File: src/rtl/reg_pipe_pkg.sv
// reg_pipe shared types, widths and parity helper.
// Imported by the interface users, the stage and the top.
package reg_pipe_pkg;

  localparam int DEF_DW    = 32;
  localparam int DEF_DEPTH = 2;
  localparam int OCC_W     = $clog2(DEF_DEPTH + 1);
  localparam int PAR_MAX_W = 1024;

  typedef struct packed {
    logic              valid;
    logic [DEF_DW-1:0] data;
    logic              parity;
  } stage_t;

  // Narrower payloads are zero-extended, which leaves parity unchanged.
  function automatic logic even_parity(
    input logic [PAR_MAX_W-1:0] d
  );
    return ^d;
  endfunction

endpackage

File: src/rtl/reg_pipe_if.sv
// reg_pipe handshake/data bundle.
// master drives load/flush/out_ready side, slave is the pipe.
interface reg_pipe_if #(
  parameter int DATA_WIDTH = 32,
  parameter int DEPTH      = 2
);
  localparam int OW = $clog2(DEPTH + 1);

  logic                  load_en;
  logic [DATA_WIDTH-1:0] data_in;
  logic                  recirc_en;
  logic                  flush;
  logic                  in_ready;
  logic [DATA_WIDTH-1:0] hold_q;
  logic                  out_valid;
  logic                  out_ready;
  logic [DATA_WIDTH-1:0] data_out;
  logic [OW-1:0]         occupancy;
  logic                  parity_err;

  modport master (
    output load_en, data_in, recirc_en,
    output flush, out_ready,
    input  in_ready, hold_q, out_valid,
    input  data_out, occupancy, parity_err
  );

  modport slave (
    input  load_en, data_in, recirc_en,
    input  flush, out_ready,
    output in_ready, hold_q, out_valid,
    output data_out, occupancy, parity_err
  );

endinterface

File: src/rtl/reg_pipe_stage.sv
// One pipeline stage: valid + payload register.
// Ports: clk, reset, clr, load, drain, d_in -> v_q, d_q.
module reg_pipe_stage
  import reg_pipe_pkg::*;
#(
  parameter int W = 32
) (
  input  logic         clk,
  input  logic         reset,
  input  logic         clr,
  input  logic         load,
  input  logic         drain,
  input  logic [W-1:0] d_in,
  output logic         v_q,
  output logic [W-1:0] d_q
);

  // Payload is kept on drain/clear; only valid drops.
  always_ff @(posedge clk or posedge reset) begin
    if (reset) begin
      v_q <= 1'b0;
      d_q <= '0;
    end else if (clr) begin
      v_q <= 1'b0;
    end else if (load) begin
      v_q <= 1'b1;
      d_q <= d_in;
    end else if (drain) begin
      v_q <= 1'b0;
    end
  end

endmodule

File: src/rtl/reg_pipe.sv
// Holding register + DEPTH-stage elastic pipe, flush, recirc.
// Ports: clk, reset, bus (reg_pipe_if.slave). Option: REG_PIPE_PARITY_EN.
module reg_pipe
  import reg_pipe_pkg::*;
#(
  parameter int DATA_WIDTH = 32,
  parameter int DEPTH      = 2
) (
  input logic      clk,
  input logic      reset,
  reg_pipe_if.slave bus
);

  localparam int OW = $clog2(DEPTH + 1);
`ifdef REG_PIPE_PARITY_EN
  localparam int SW = DATA_WIDTH + 1;
`else
  localparam int SW = DATA_WIDTH;
`endif

  logic [DEPTH-1:0]      v;
  logic [DEPTH-1:0]      adv;
  logic [DEPTH-1:0]      ld;
  logic [DEPTH-1:0]      v_nxt;
  logic [SW-1:0]         q   [DEPTH];
  logic [SW-1:0]         din [DEPTH];
  logic [SW-1:0]         inj_w;
  logic [DATA_WIDTH-1:0] inj_d;
  logic [DATA_WIDTH-1:0] hold;
  logic [DATA_WIDTH-1:0] dout;
  logic [OW-1:0]         occ;
  logic [OW-1:0]         occ_nxt;
  logic                  inj;

  assign inj_d = bus.load_en ? bus.data_in : hold;

`ifdef REG_PIPE_PARITY_EN
  assign inj_w = {even_parity(PAR_MAX_W'(inj_d)), inj_d};
`else
  assign inj_w = inj_d;
`endif

  // Advance chain resolved from the output backwards.
  always_comb begin
    adv = '0;
    adv[DEPTH-1] = v[DEPTH-1] && bus.out_ready
                   && !bus.flush;
    for (int i = DEPTH - 2; i >= 0; i--)
      adv[i] = v[i] && (!v[i+1] || adv[i+1]);
  end

  assign bus.in_ready = !bus.flush && (!v[0] || adv[0]);
  assign inj = bus.in_ready
               && (bus.load_en || bus.recirc_en);

  always_comb begin
    ld = '0;
    ld[0] = inj;
    for (int i = 1; i < DEPTH; i++)
      ld[i] = adv[i-1];
  end

  always_comb begin
    v_nxt   = '0;
    occ_nxt = '0;
    for (int i = 0; i < DEPTH; i++) begin
      v_nxt[i] = !bus.flush
                 && (ld[i] || (v[i] && !adv[i]));
      occ_nxt  = occ_nxt + OW'(v_nxt[i]);
    end
  end

  assign din[0] = inj_w;

  for (genvar i = 0; i < DEPTH; i++) begin : g_stage
    if (i > 0) begin : g_link
      assign din[i] = q[i-1];
    end
    reg_pipe_stage #(.W(SW)) u_stage (
      .clk   (clk),
      .reset (reset),
      .clr   (bus.flush),
      .load  (ld[i]),
      .drain (adv[i]),
      .d_in  (din[i]),
      .v_q   (v[i]),
      .d_q   (q[i])
    );
  end

  always_ff @(posedge clk or posedge reset) begin
    if (reset) begin
      hold <= '0;
      occ  <= '0;
    end else begin
      if (bus.load_en && bus.in_ready)
        hold <= bus.data_in;
      occ <= occ_nxt;
    end
  end

  assign dout          = q[DEPTH-1][DATA_WIDTH-1:0];
  assign bus.hold_q    = hold;
  assign bus.out_valid = v[DEPTH-1];
  assign bus.data_out  = dout;
  assign bus.occupancy = occ;

`ifdef REG_PIPE_PARITY_EN
  assign bus.parity_err = v[DEPTH-1]
    && (even_parity(PAR_MAX_W'(dout))
        != q[DEPTH-1][DATA_WIDTH]);
`else
  assign bus.parity_err = 1'b0;
`endif

endmodule
File: src/flat_wrapper.sv
// flat-port wrapper written by rule: the top's interface ports become plain ports
module reg_pipe_flat import reg_pipe_pkg::*;
#(
  parameter int DATA_WIDTH = 32,
  parameter int DEPTH      = 2
)
  (clk, reset, bus_load_en, bus_data_in, bus_recirc_en, bus_flush, bus_out_ready, bus_in_ready, bus_hold_q, bus_out_valid, bus_data_out, bus_occupancy, bus_parity_err);
  reg_pipe_if #(.DATA_WIDTH(DATA_WIDTH), .DEPTH(DEPTH)) bus_i ();
  input logic clk;
  input logic reset;
  input wire logic [$bits(bus_i.load_en)-1:0] bus_load_en;
  input wire logic [$bits(bus_i.data_in)-1:0] bus_data_in;
  input wire logic [$bits(bus_i.recirc_en)-1:0] bus_recirc_en;
  input wire logic [$bits(bus_i.flush)-1:0] bus_flush;
  input wire logic [$bits(bus_i.out_ready)-1:0] bus_out_ready;
  output wire logic [$bits(bus_i.in_ready)-1:0] bus_in_ready;
  output wire logic [$bits(bus_i.hold_q)-1:0] bus_hold_q;
  output wire logic [$bits(bus_i.out_valid)-1:0] bus_out_valid;
  output wire logic [$bits(bus_i.data_out)-1:0] bus_data_out;
  output wire logic [$bits(bus_i.occupancy)-1:0] bus_occupancy;
  output wire logic [$bits(bus_i.parity_err)-1:0] bus_parity_err;
  assign bus_i.load_en = bus_load_en;
  assign bus_i.data_in = bus_data_in;
  assign bus_i.recirc_en = bus_recirc_en;
  assign bus_i.flush = bus_flush;
  assign bus_i.out_ready = bus_out_ready;
  assign bus_in_ready = bus_i.in_ready;
  assign bus_hold_q = bus_i.hold_q;
  assign bus_out_valid = bus_i.out_valid;
  assign bus_data_out = bus_i.data_out;
  assign bus_occupancy = bus_i.occupancy;
  assign bus_parity_err = bus_i.parity_err;
  reg_pipe #(.DATA_WIDTH(DATA_WIDTH), .DEPTH(DEPTH)) u_core (.clk(clk), .reset(reset), .bus(bus_i));
endmodule
File: config.mk
export PLATFORM = sky130hd
export DESIGN_NAME = reg_pipe_flat
export DESIGN_NICKNAME = d
export VERILOG_FILES = /design/src/rtl/reg_pipe_pkg.sv /design/src/rtl/reg_pipe_if.sv /design/src/rtl/reg_pipe_stage.sv /design/src/rtl/reg_pipe.sv /design/src/flat_wrapper.sv
export SDC_FILE = /design/constraint.sdc
export NUM_CORES = 1
export LEC_CHECK = 0
export CORE_ASPECT_RATIO = 1.4
export CORE_UTILIZATION = 35
export CTS_CLUSTER_DIAMETER = 150
export DETAILED_ROUTE_END_ITERATION = 8
export SYNTH_ARGS = -nofsm -noshare
export SYNTH_HDL_FRONTEND = slang
export SYNTH_SLANG_ARGS = --single-unit
File: constraint.sdc
create_clock -name clk -period 6.6 [get_ports clk]
set_input_delay 1.32 -clock clk [delete_from_list [all_inputs] [get_ports clk]]
set_output_delay 1.32 -clock clk [all_outputs]
set_load 0.02 [all_outputs]
Yosys cells after proc, flatten, opt, wreduce, memory -nomap -nowiden. Cells that the tools add are included. W data, S select, Z words.

Flip-flop bits (word level): 100. Latch bits: 0. RAM bits: 0. Memory bits (read-only): 0. Output and inout bits: 69. Logic and storage cells: 39. Memories: 0.

$add $sub $neg: 1. Multipliers: 0. Divide/modulo/power cells: 0. $lt $le $gt $ge: 0. Eq/ne operators: 0. Shift-type cells: 0. Muxes and demuxes: 7. Bitwise operators: 1. Reduce and logical (&&, ||, !) cells: 24.

Operators by type and width (count): $mux W32 (1); $logic_and A1 B1 Y1 (10); $mux W1 (6); $reduce_bool A3 Y1 (2); $logic_not A1 Y1 (5); $logic_or A1 B1 Y1 (5); $reduce_and A2 Y1 (2); $add A1 B1 Y2 (1); $not A1 Y1 (1).

Depth between registers and ports, before layout.
Depth in word-level cells: 10. Gate-level depth with buffers: 5. Gate-level depth less buffers: 4.

Hierarchy. Synthesis repeated with hierarchy kept, for this count alone.

Cells, all modules: 271. Area, all modules: 4669.5 um2.

By module, submodules not included: reg_pipe_stage (times used 2, cells each 74, area an instance 1402.6 um2); reg_pipe (times used 1, cells each 123, area an instance 1864.3 um2).

Worst setup path after synthesis. Ideal clock, no wire load.

Path type: input -> output. Start: input port bus_out_ready. End: output port bus_in_ready. Data arrival time: 1.799 ns. Data required time: 5.280 ns. Path slack: 3.481 ns. Cell stages on the path: 2. Cells stage by stage: and3b_4 > nor2_1.

Cells in the longest elaborated chain, start to end: 6.

RTL lines: from (decl) (RTL line flat_wrapper.sv:15) `input wire logic [$bits(bus_i.out_ready)-1:0] bus_out_ready;`; $logic_and A1 B1 Y1 (RTL line reg_pipe.sv:46) `adv[DEPTH-1] = v[DEPTH-1] && bus.out_ready`; $logic_and A1 B1 Y1 (RTL line reg_pipe.sv:47) `&& !bus.flush;`; $logic_or A1 B1 Y1 (RTL line reg_pipe.sv:49) `adv[i] = v[i] && (!v[i+1] || adv[i+1]);`; $logic_and A1 B1 Y1 (RTL line reg_pipe.sv:49); $logic_or A1 B1 Y1 (RTL line reg_pipe.sv:52) `assign bus.in_ready = !bus.flush && (!v[0] || adv[0]);`; $logic_and A1 B1 Y1 (RTL line reg_pipe.sv:52); to (decl) (RTL line flat_wrapper.sv:16) `output wire logic [$bits(bus_i.in_ready)-1:0] bus_in_ready;`.

Every way passes these cells.

Worst setup path after layout. Ends and elaborated chain as after synthesis.

==> flow_summary.toml <==
[yosys]
synth_area_per_cell_um2 = 16.7
ys_warn_count = 0
synth-seq-area-share_pct = 57.8
netlist_instances = 260
ys_seq_elements = 100
synth_cell_types = 17
synth.net_count = 299
syn_area_um2 = 4330

[timing]
slew_violations = 0
setup_viol_count_final = 0
max_clock_freq_mhz = 248
worst_slew_pin_slew_ps = 921
fin_crit_ps = 4040
rsz0062_at_grt = "false"
fin_worst_skew_ps = 4.02
tns_ps = 0
post-route-period-util_pct = 61.2
hold_viol_final = 0
slew_headroom_pct = 38.6

[detailed_routing]
routed_wirelength_mm = 8.87
drtIter0Drc = 46
ant_nets = 0
route.detailed.drc = 0
wl_per_cell_um = 17.2
viasPerCell = 4.77
firstDrtPassIters = 3
vias = 2463

[critical_path]
cp_data_arrival_time_ps = 2720
crit_path_end_kind = "primary output"
crit_type = "in -> out"
startpoint_type = "input port"
critPathMaxFanout = 3
path_cells = "clkdlybuf4s50_1 > and3b_4 > nor2_1 > clkdlybuf4s50_1"
critPathMaxStageDelay_ps = 610
slowest_stage = "clkdlybuf4s50_1"
required_ps = 5280
path_common_cell = "clkdlybuf4s50_1"
reg2reg_depth = 4

[clocking]
clkLatencyLatePin_ps = 340
cts_resized = 0
clk_pin_slew_ps = 70
postCtsHoldBufs = 0
cts_tree = "done"
cts_sinks = 100
postCtsSetupBuffers = 0
numCtsBuffers = 9
htreeDepth = 3
cts_max_path_buffers = 2
cts_root_buf = "clkbuf_16"

[cells_and_area]
num_antenna_cells = 0
final-seq-area_um2 = 2500
multi_input_area_um2 = 1690
fillers = 1059
area_growth_syn_to_layout_pct = 33.7
fin_nets = 404
final_util_pct = 48.5
final_cell_mix = "clkdlybuf4s50_1 (104), dfrtp_1 (100), mux2_2 (81)"
layout_commonest_cell = "clkdlybuf4s50_1"
drive_above_1_share_pct = 39.3

[outcome]
outcome = "complete, no violations"

[power_and_ir_drop]
p_leak_nw = 2.53
vdd_drop_max_v = 0.000151
p_total_mw = 2.05
power.density_nw_per_um2 = 354

[floorplan]
die_area_um2 = 12800
die_h_um = 134
coreArea_um2 = 11900
start_util_pct = 36.3
die_x_um = 96.0
placementRows = 47
io_pins = 107

[worst_hold_path]
holdPathStages = 1
hp-class = "reg -> reg"

[grt]
grt_pass1_vias = 2782
grt_max_degree = 65
grt_pass1_wl_mm = 14.7
grt_overflow = 0
track_usage_pct = 15.4
antenna_found_initial = 0

[place]
port_buffers = 105
gp_congestion = 0.678
dpl.hpwl_mm = 5.74

[run]
cap_violations = 0
-- cells in the mapped netlist, drive strengths merged --
library cell	count	share of area, %
buf	15	2.8
nand3b	2	0.35
a211o	1	0.20
nor3	1	0.38
conb	1	0.087
a21oi	3	0.35
nor2	4	0.40
ha	1	0.29
inv	3	0.26
dfrtp	100	58
and3b	1	0.29
mux2	128	37
-- cells by family after synthesis --
family | after synthesis | synth area share [%]
compound gates | 4 | 0.549
buf+inv | 18 | 3.09
mux | 128 | 36.8
flops | 100 | 57.8
fa+ha+maj | 1 | 0.289
other cells | 1 | 0.0866
simple gates | 8 | 1.42
-- metal layers --
layer	vias to the layer above	global-route usage (%)	routed length [um]
li1	1131	-	-
met1	1250	20.7	4040
met2	70	23.5	4160
met3	12	4.17	499
met4	0	5.97	167
met5	-	0	0
-- sequential cells by signal, indices dropped and copies added (netlist names) --
signal / flops
u_core.bus.hold_q: 32
u_core.g_stage.u_stage.d_q: 64
u_core.g_stage.u_stage.v_q: 2
u_core.bus.occupancy: 2
-- where the power goes --
part / internal (mW) / switching, mW / leakage, nW
Sequential: 0.761 / 0.0912 / 1.18
Combinational: 0.375 / 0.262 / 1.19
Clock: 0.341 / 0.220 / 0.156
Total: 1.48 / 0.573 / 2.53
-- final cells by class --
| cell class | instances | area share (%) |
|---|---|---|
| Clock buffer | 11 | 4.19 |
| Multi-Input combinational cell | 142 | 29.3 |
| Clock inverter | 4 | 1.28 |
| Inverter | 3 | 0.238 |
| Tap cell | 147 | 3.18 |
| Sequential cell | 100 | 43.2 |
| Timing Repair Buffer | 109 | 18.6 |
-- critical path: cells and delay by family --
family	cells	cell delay (ps)
buf+inv	2	1090
simple gates	2	310
-- per-stage QoR --
step | worst slack (ps) | hold slack [ps] | area, um2 | cells
after CTS | 2550 | 499 | 5790 | 516
after global placement | 2570 | 471 | 5470 | 501
after detailed placement | 2560 | 483 | 5470 | 501
after floorplan | 2660 | 458 | 4330 | 260
after global routing | 2510 | 515 | 5790 | 516
final | 2560 | 495 | 5790 | 516
-- final timing paths --
check | startpoint | end | slack, ps
worst max-delay path | bus_out_ready | bus_in_ready | 2560
worst min-delay path | u_core.g_stage[0].u_stage.d_q[4] | u_core.g_stage[0].u_stage.d_q[4] | 490
worst max register to register | u_core.g_stage[1].u_stage.v_q | u_core.bus.hold_q[24] | 4470
worst min register to register | u_core.g_stage[0].u_stage.d_q[4] | u_core.g_stage[0].u_stage.d_q[4] | 490
max in group asynchronous | reset | u_core.bus.hold_q[16] | 4050
min in group asynchronous | reset | u_core.bus.hold_q[19] | 1360
Note: power is estimated with default switching activity, not from simulation.
==> variant 1 (same flow settings) <==
`DEPTH` is set to 2 in 3 places; all go to 4.
--- a/src/rtl/reg_pipe_if.sv
+++ b/src/rtl/reg_pipe_if.sv
@@ -2,7 +2,7 @@
 // master drives load/flush/out_ready side, slave is the pipe.
 interface reg_pipe_if #(
   parameter int DATA_WIDTH = 32,
-  parameter int DEPTH      = 2
+  parameter int DEPTH      = 4
 );
   localparam int OW = $clog2(DEPTH + 1);
 
--- a/src/rtl/reg_pipe.sv
+++ b/src/rtl/reg_pipe.sv
@@ -4,7 +4,7 @@
   import reg_pipe_pkg::*;
 #(
   parameter int DATA_WIDTH = 32,
-  parameter int DEPTH      = 2
+  parameter int DEPTH      = 4
 ) (
   input logic      clk,
   input logic      reset,
--- a/src/flat_wrapper.sv
+++ b/src/flat_wrapper.sv
@@ -2,7 +2,7 @@
 module reg_pipe_flat import reg_pipe_pkg::*;
 #(
   parameter int DATA_WIDTH = 32,
-  parameter int DEPTH      = 2
+  parameter int DEPTH      = 4
 )
   (clk, reset, bus_load_en, bus_data_in, bus_recirc_en, bus_flush, bus_out_ready, bus_in_ready, bus_hold_q, bus_out_valid, bus_data_out, bus_occupancy, bus_parity_err);
   reg_pipe_if #(.DATA_WIDTH(DATA_WIDTH), .DEPTH(DEPTH)) bus_i ();
Interface: changed (resized bus_occupancy); port bits go from 107 to 108. The function was not compared with the original's and may differ.
==> variant 1 against the original RTL <==
- sequential cell count rose by 67
- synthesized area up 55%
- clock power increased by 80%
- wire length increased by 54%
- power grew 58%
- worst setup slack worse by 0.60 ns
- via count rose by 59%
- register-to-register slack got worse by 0.03 ns
- cell area increased by 48%
- clock skew rose by 0.0046 ns
- critical endpoint unchanged
==> variant 1: results (changes against the original RTL) <==
run_status:
  outcome: "complete, no violations"  # unchanged
min_path:
  hold_path_startpoint: "u_core.g_stage[2].u_stage.d_q[22]"  # was u_core.g_stage[0].u_stage.d_q[4]
drt:
  routed-via-count: 3908  # was 2,463
  drt_pass1_iterations: 4  # was 3
layout:
  finish.utilization_pct: 46.0  # was 48.5%
  num-fill-cells: 1645  # was 1,059
  layout.nets: 581  # was 404
clock_tree:
  htree_levels: 4  # was 3
  cts_buffers: 17  # was 9
timing:
  fin_skew_ns: 0.00863  # was 0.00402 ns
pwr:
  leakagePower_nw: 3.86  # was 2.53 nW
synthesis:
  synth_common_cells: "dfrtp_1, mux2_2, o2bb2ai_1, mux2_4, a22oi_1"  # was dfrtp_1, mux2_2, mux2_4, mux2_1, buf_6
  synth_cells: 440  # was 260
  synth_mux_area_share_pct: 23.0  # was 36.8%
  syn-num-nets: 481  # was 299
  ys_seq_area_share_pct: 62.3  # was 57.8%
  synth_area_leaders: "dfrtp_1, mux2_2, mux2_4, o2bb2ai_1, a22oi_1"  # was dfrtp_1, mux2_2, mux2_4, mux2_1, buf_6
  synth-adder-area-share_pct: 0.672  # was 0.289%
  ys_types: 29  # was 17
  synth_compound_area_share_pct: 8.05  # was 0.549%
worst_setup_path:
  r2r_end: "u_core.bus.hold_q[23]"  # was u_core.bus.hold_q[24]
  r2r-start: "u_core.g_stage[2].u_stage.v_q"  # was u_core.g_stage[1].u_stage.v_q
  rrSetupSlack_ns: 4.44  # was 4.47 ns
  cp_max_fo: 34  # was 3
placed_design:
  placed_area_um2: 7980  # was 5470 um2
  finalWeightedCongestion: 0.682  # was 0.678
  dp_cells: 765  # was 501
global_routing:
  grt_max_degree: 76  # was 65
==> variant 1: cell count changes after synthesis, moves of 4 or more <==
cell       unedited run  this run
inv_1                 3         8
a22oi_1               0        19
mux2_4               40        30
dfrtp_1             100       167
buf_2                 5        10
mux2_1                7         1
o2bb2ai_1             0        31
nor2_1                3         7
mux2_2               81        96
a21oi_1               3        17
clkbuf_1              0        17
and3b_1               0        12
==> variant 1: worst min path at each step <==
stage,end,slack (ns)
global route,u_core.g_stage[0].u_stage.d_q[11],0.50
floorplan,u_core.g_stage[3].u_stage.d_q[22],0.45
finish,u_core.g_stage[3].u_stage.d_q[22],0.48
detailed placement,u_core.g_stage[3].u_stage.d_q[22],0.48
global placement,u_core.g_stage[3].u_stage.d_q[22],0.46
CTS,u_core.g_stage[3].u_stage.d_q[22],0.49
==> variant 1: layout make-up <==
class,count,share of cell area [%]
antenna,1,0.0291
clock buffer,20,5.43
clock inverter,12,1.65
inverter,8,0.408
multi-input combinational,233,27.4
sequential,167,48.7
tap,244,3.55
timing repair buffer,113,12.9
==> variant 1: report_power, final <==
| group | internal [mW] | switching (mW) | total (mW) |
|---|---|---|---|
| sequential | 1.29 | 0.150 | 1.44 |
| combinational | 0.449 | 0.329 | 0.778 |
| clock | 0.594 | 0.417 | 1.01 |
==> variant 1: critical path: stages <==
cell and delay (ns):
clkdlybuf4s50_1 0.42, and4b_1 0.42, a21o_1 0.16, buf_4 0.36, inv_1 0.07, clkdlybuf4s50_1 0.55
==> variant 1: routing by layer <==
layer  track usage (%)  part of all wire (%)  up-vias
li1                  -                     -     1791
met1              17.8                    43     2027
met2              26.1                    52       78
met3              3.40                   3.3       12
met4              5.50                   1.5        0
met5                 0                     0        -
==> variant 2 (same settings) <==
Made on the original files. Reset style: synchronous (`reset`), changed in 2 clocked blocks.
--- a/src/rtl/reg_pipe_stage.sv
+++ b/src/rtl/reg_pipe_stage.sv
@@ -16,7 +16,7 @@
 );
 
   // Payload is kept on drain/clear; only valid drops.
-  always_ff @(posedge clk or posedge reset) begin
+  always_ff @(posedge clk) begin
     if (reset) begin
       v_q <= 1'b0;
       d_q <= '0;
--- a/src/rtl/reg_pipe.sv
+++ b/src/rtl/reg_pipe.sv
@@ -88,7 +88,7 @@
     );
   end
 
-  always_ff @(posedge clk or posedge reset) begin
+  always_ff @(posedge clk) begin
     if (reset) begin
       hold <= '0;
       occ  <= '0;
Function: differs if reset is asserted again (counterexample within 4 cycles, from zero or initial values and one cycle with reset high); with reset held inactive, the same outputs for 10 cycles.
==> variant 2 against the original RTL <==
- non-clock buffer count is 1 higher
- wire length is 26% higher
- sequential cell count stayed put
- sequential share of layout area is 8.5 points lower
- count of clock-buffer cells in the layout is 1 lower
- synthesized area is 3.1% higher
- via count is 43% higher
- die area is 3.0% higher
- worst setup slack worse by 0.72 ns
- cell count is 32% higher
- critical path type unchanged
- cell area is 0.37% lower
Power is not compared: it rests on default switching activity, and its combinational part moved more than twofold at a synthesized area within 25%.
==> variant 2: results (changes against the original RTL) <==
run_status:
  outcome: "complete, no violations"  # unchanged
clock_tree:
  clk_pin_slew_ns: 0.07  # about the same
  postCtsSetupBuffers: 0  # unchanged
  insertion_delay_ns: 0.34  # about the same
  post_cts_resized: 0  # unchanged
  cts_buffers: 9  # unchanged
drt:
  routed-via-count: 3530  # was 2,463
  drt_iter0_drc: 109  # was 46
  wl_per_cell_um: 16.3  # was 17.2 um
  drt_pass1_iterations: 4  # was 3
placed_design:
  finalWeightedCongestion: 0.735  # was 0.678
  placed_area_um2: 5470  # about the same
  dp_cells: 667  # was 501
  hpwl_um: 7020  # was 5740 um
  io_buffers: 105  # unchanged
  dp_slack_ns: 1.81  # was 2.56 ns
synthesis:
  ys_seq_area_share_pct: 44.9  # was 57.8%
  synth_common_cells: "dfxtp_1, a21oi_1, nand2b_1, mux2i_1, nand3_1"  # was dfrtp_1, mux2_2, mux2_4, mux2_1, buf_6
  yosysWarnings: 0  # unchanged
  async_reset_ff_share_pct: 0  # was 100%
  synth_area_leaders: "dfxtp_1, mux2i_1, nand2b_1, a211oi_2, a21oi_1"  # was dfrtp_1, mux2_2, mux2_4, mux2_1, buf_6
  ys_types: 24  # was 17
  syn-num-nets: 493  # was 299
  synth_cells: 454  # was 260
worst_setup_path:
  slowest_delay_ns: 0.96  # was 0.61 ns
  critical_path.top_delay_family: "buffers and inverters"  # unchanged
  cpMaxStageDelayCell: "and2b_1"  # was clkdlybuf4s50_1
  cp_max_fo: 34  # was 3
  r2r-start: "u_core.g_stage[0].u_stage.v_q"  # was u_core.g_stage[1].u_stage.v_q
  crit_path_start: "bus_out_ready"  # unchanged
global_routing:
  grt_pass1_wl_um: 17500  # was 14,700 um
  antenna_found_initial: 0  # unchanged
  grtUsageTotal_pct: 16.8  # was 15.4%
  grt_max_degree: 82  # was 65
timing:
  hold_violations: 0  # unchanged
  fin_skew_ns: 0.00671  # was 0.00402 ns
  relSlewSlack_pct: 23.5  # was 38.6%
pwr:
  power_mw: 1.36
  clockPowerShare_pct: 38.3
  peakVddDrop_mv: 0.111
  comb_power_share_pct: 13.8
  p_sw_mw: 0.344
layout:
  layout.nets: 567  # was 404
  largest_register_ffs: 64  # unchanged
  fin_cells: 683  # was 516
  final_layout_size_suffix_gt1_share_pct: 10.5  # was 39.3%
min_path:
  hold_path_startpoint: "u_core.g_stage[0].u_stage.d_q[17]"  # was u_core.g_stage[0].u_stage.d_q[4]
  worstHoldPathType: "register to register"  # unchanged
-- variant 2: changes by cell type after synthesis, sizes merged, moves of 63 or more --
cell,change
a21oi,+63
mux2,-128
nand2b,+66
dfrtp,-100
dfxtp,+100
mux2i,+64
-- variant 2: final cells by class --
class / instances / area, um2
multi-input combinational: 307 / 2200
clock buffer: 10 / 229
tap: 150 / 188
timing repair buffer: 110 / 1080
sequential: 100 / 2000
fill: 1202 / 6610
clock inverter: 6 / 63.8
-- variant 2: worst paths after layout --
path / endpoint / slack, ns / cells past startpoint
hold / removal: u_core.g_stage[1].u_stage.d_q[17] / 0.46 / 2
setup reg to reg: u_core.bus.hold_q[12] / 4.22 / 3
hold reg to reg: u_core.g_stage[1].u_stage.d_q[17] / 0.46 / 2
setup / recovery: bus_in_ready / 1.84 / 4
-- variant 2: worst min-delay path, cell delays in order, from the launching register on --
cell and delay, ns:
dfxtp_1 0.31, nand3_1 0.06, a21oi_1 0.05
-- variant 2: kinds of logic (layout without fill, tap and decap cells) --
kind of cell | Yosys count | count (layout) | share of synthesized area [%]
mux | 64 | 64 | 14.4
simple gates | 110 | 110 | 14.6
buf+inv | 47 | 126 | 5.86
compound gates | 131 | 131 | 20.0
other cells | 1 | 1 | 0.0840
flops | 100 | 100 | 44.9
fa+ha+maj | 1 | 1 | 0.280
-- variant 2: metal layers --
layer | track usage, % | part of all wire [%] | wire, um | vias up
met2 | 29.8 | 51 | 5730 | 77
met1 | 19.9 | 44 | 4880 | 1686
li1 | - | - | - | 1752
met5 | 0 | 0 | 0 | -
met4 | 8.01 | 2.1 | 229 | 0
met3 | 2.43 | 2.6 | 294 | 15
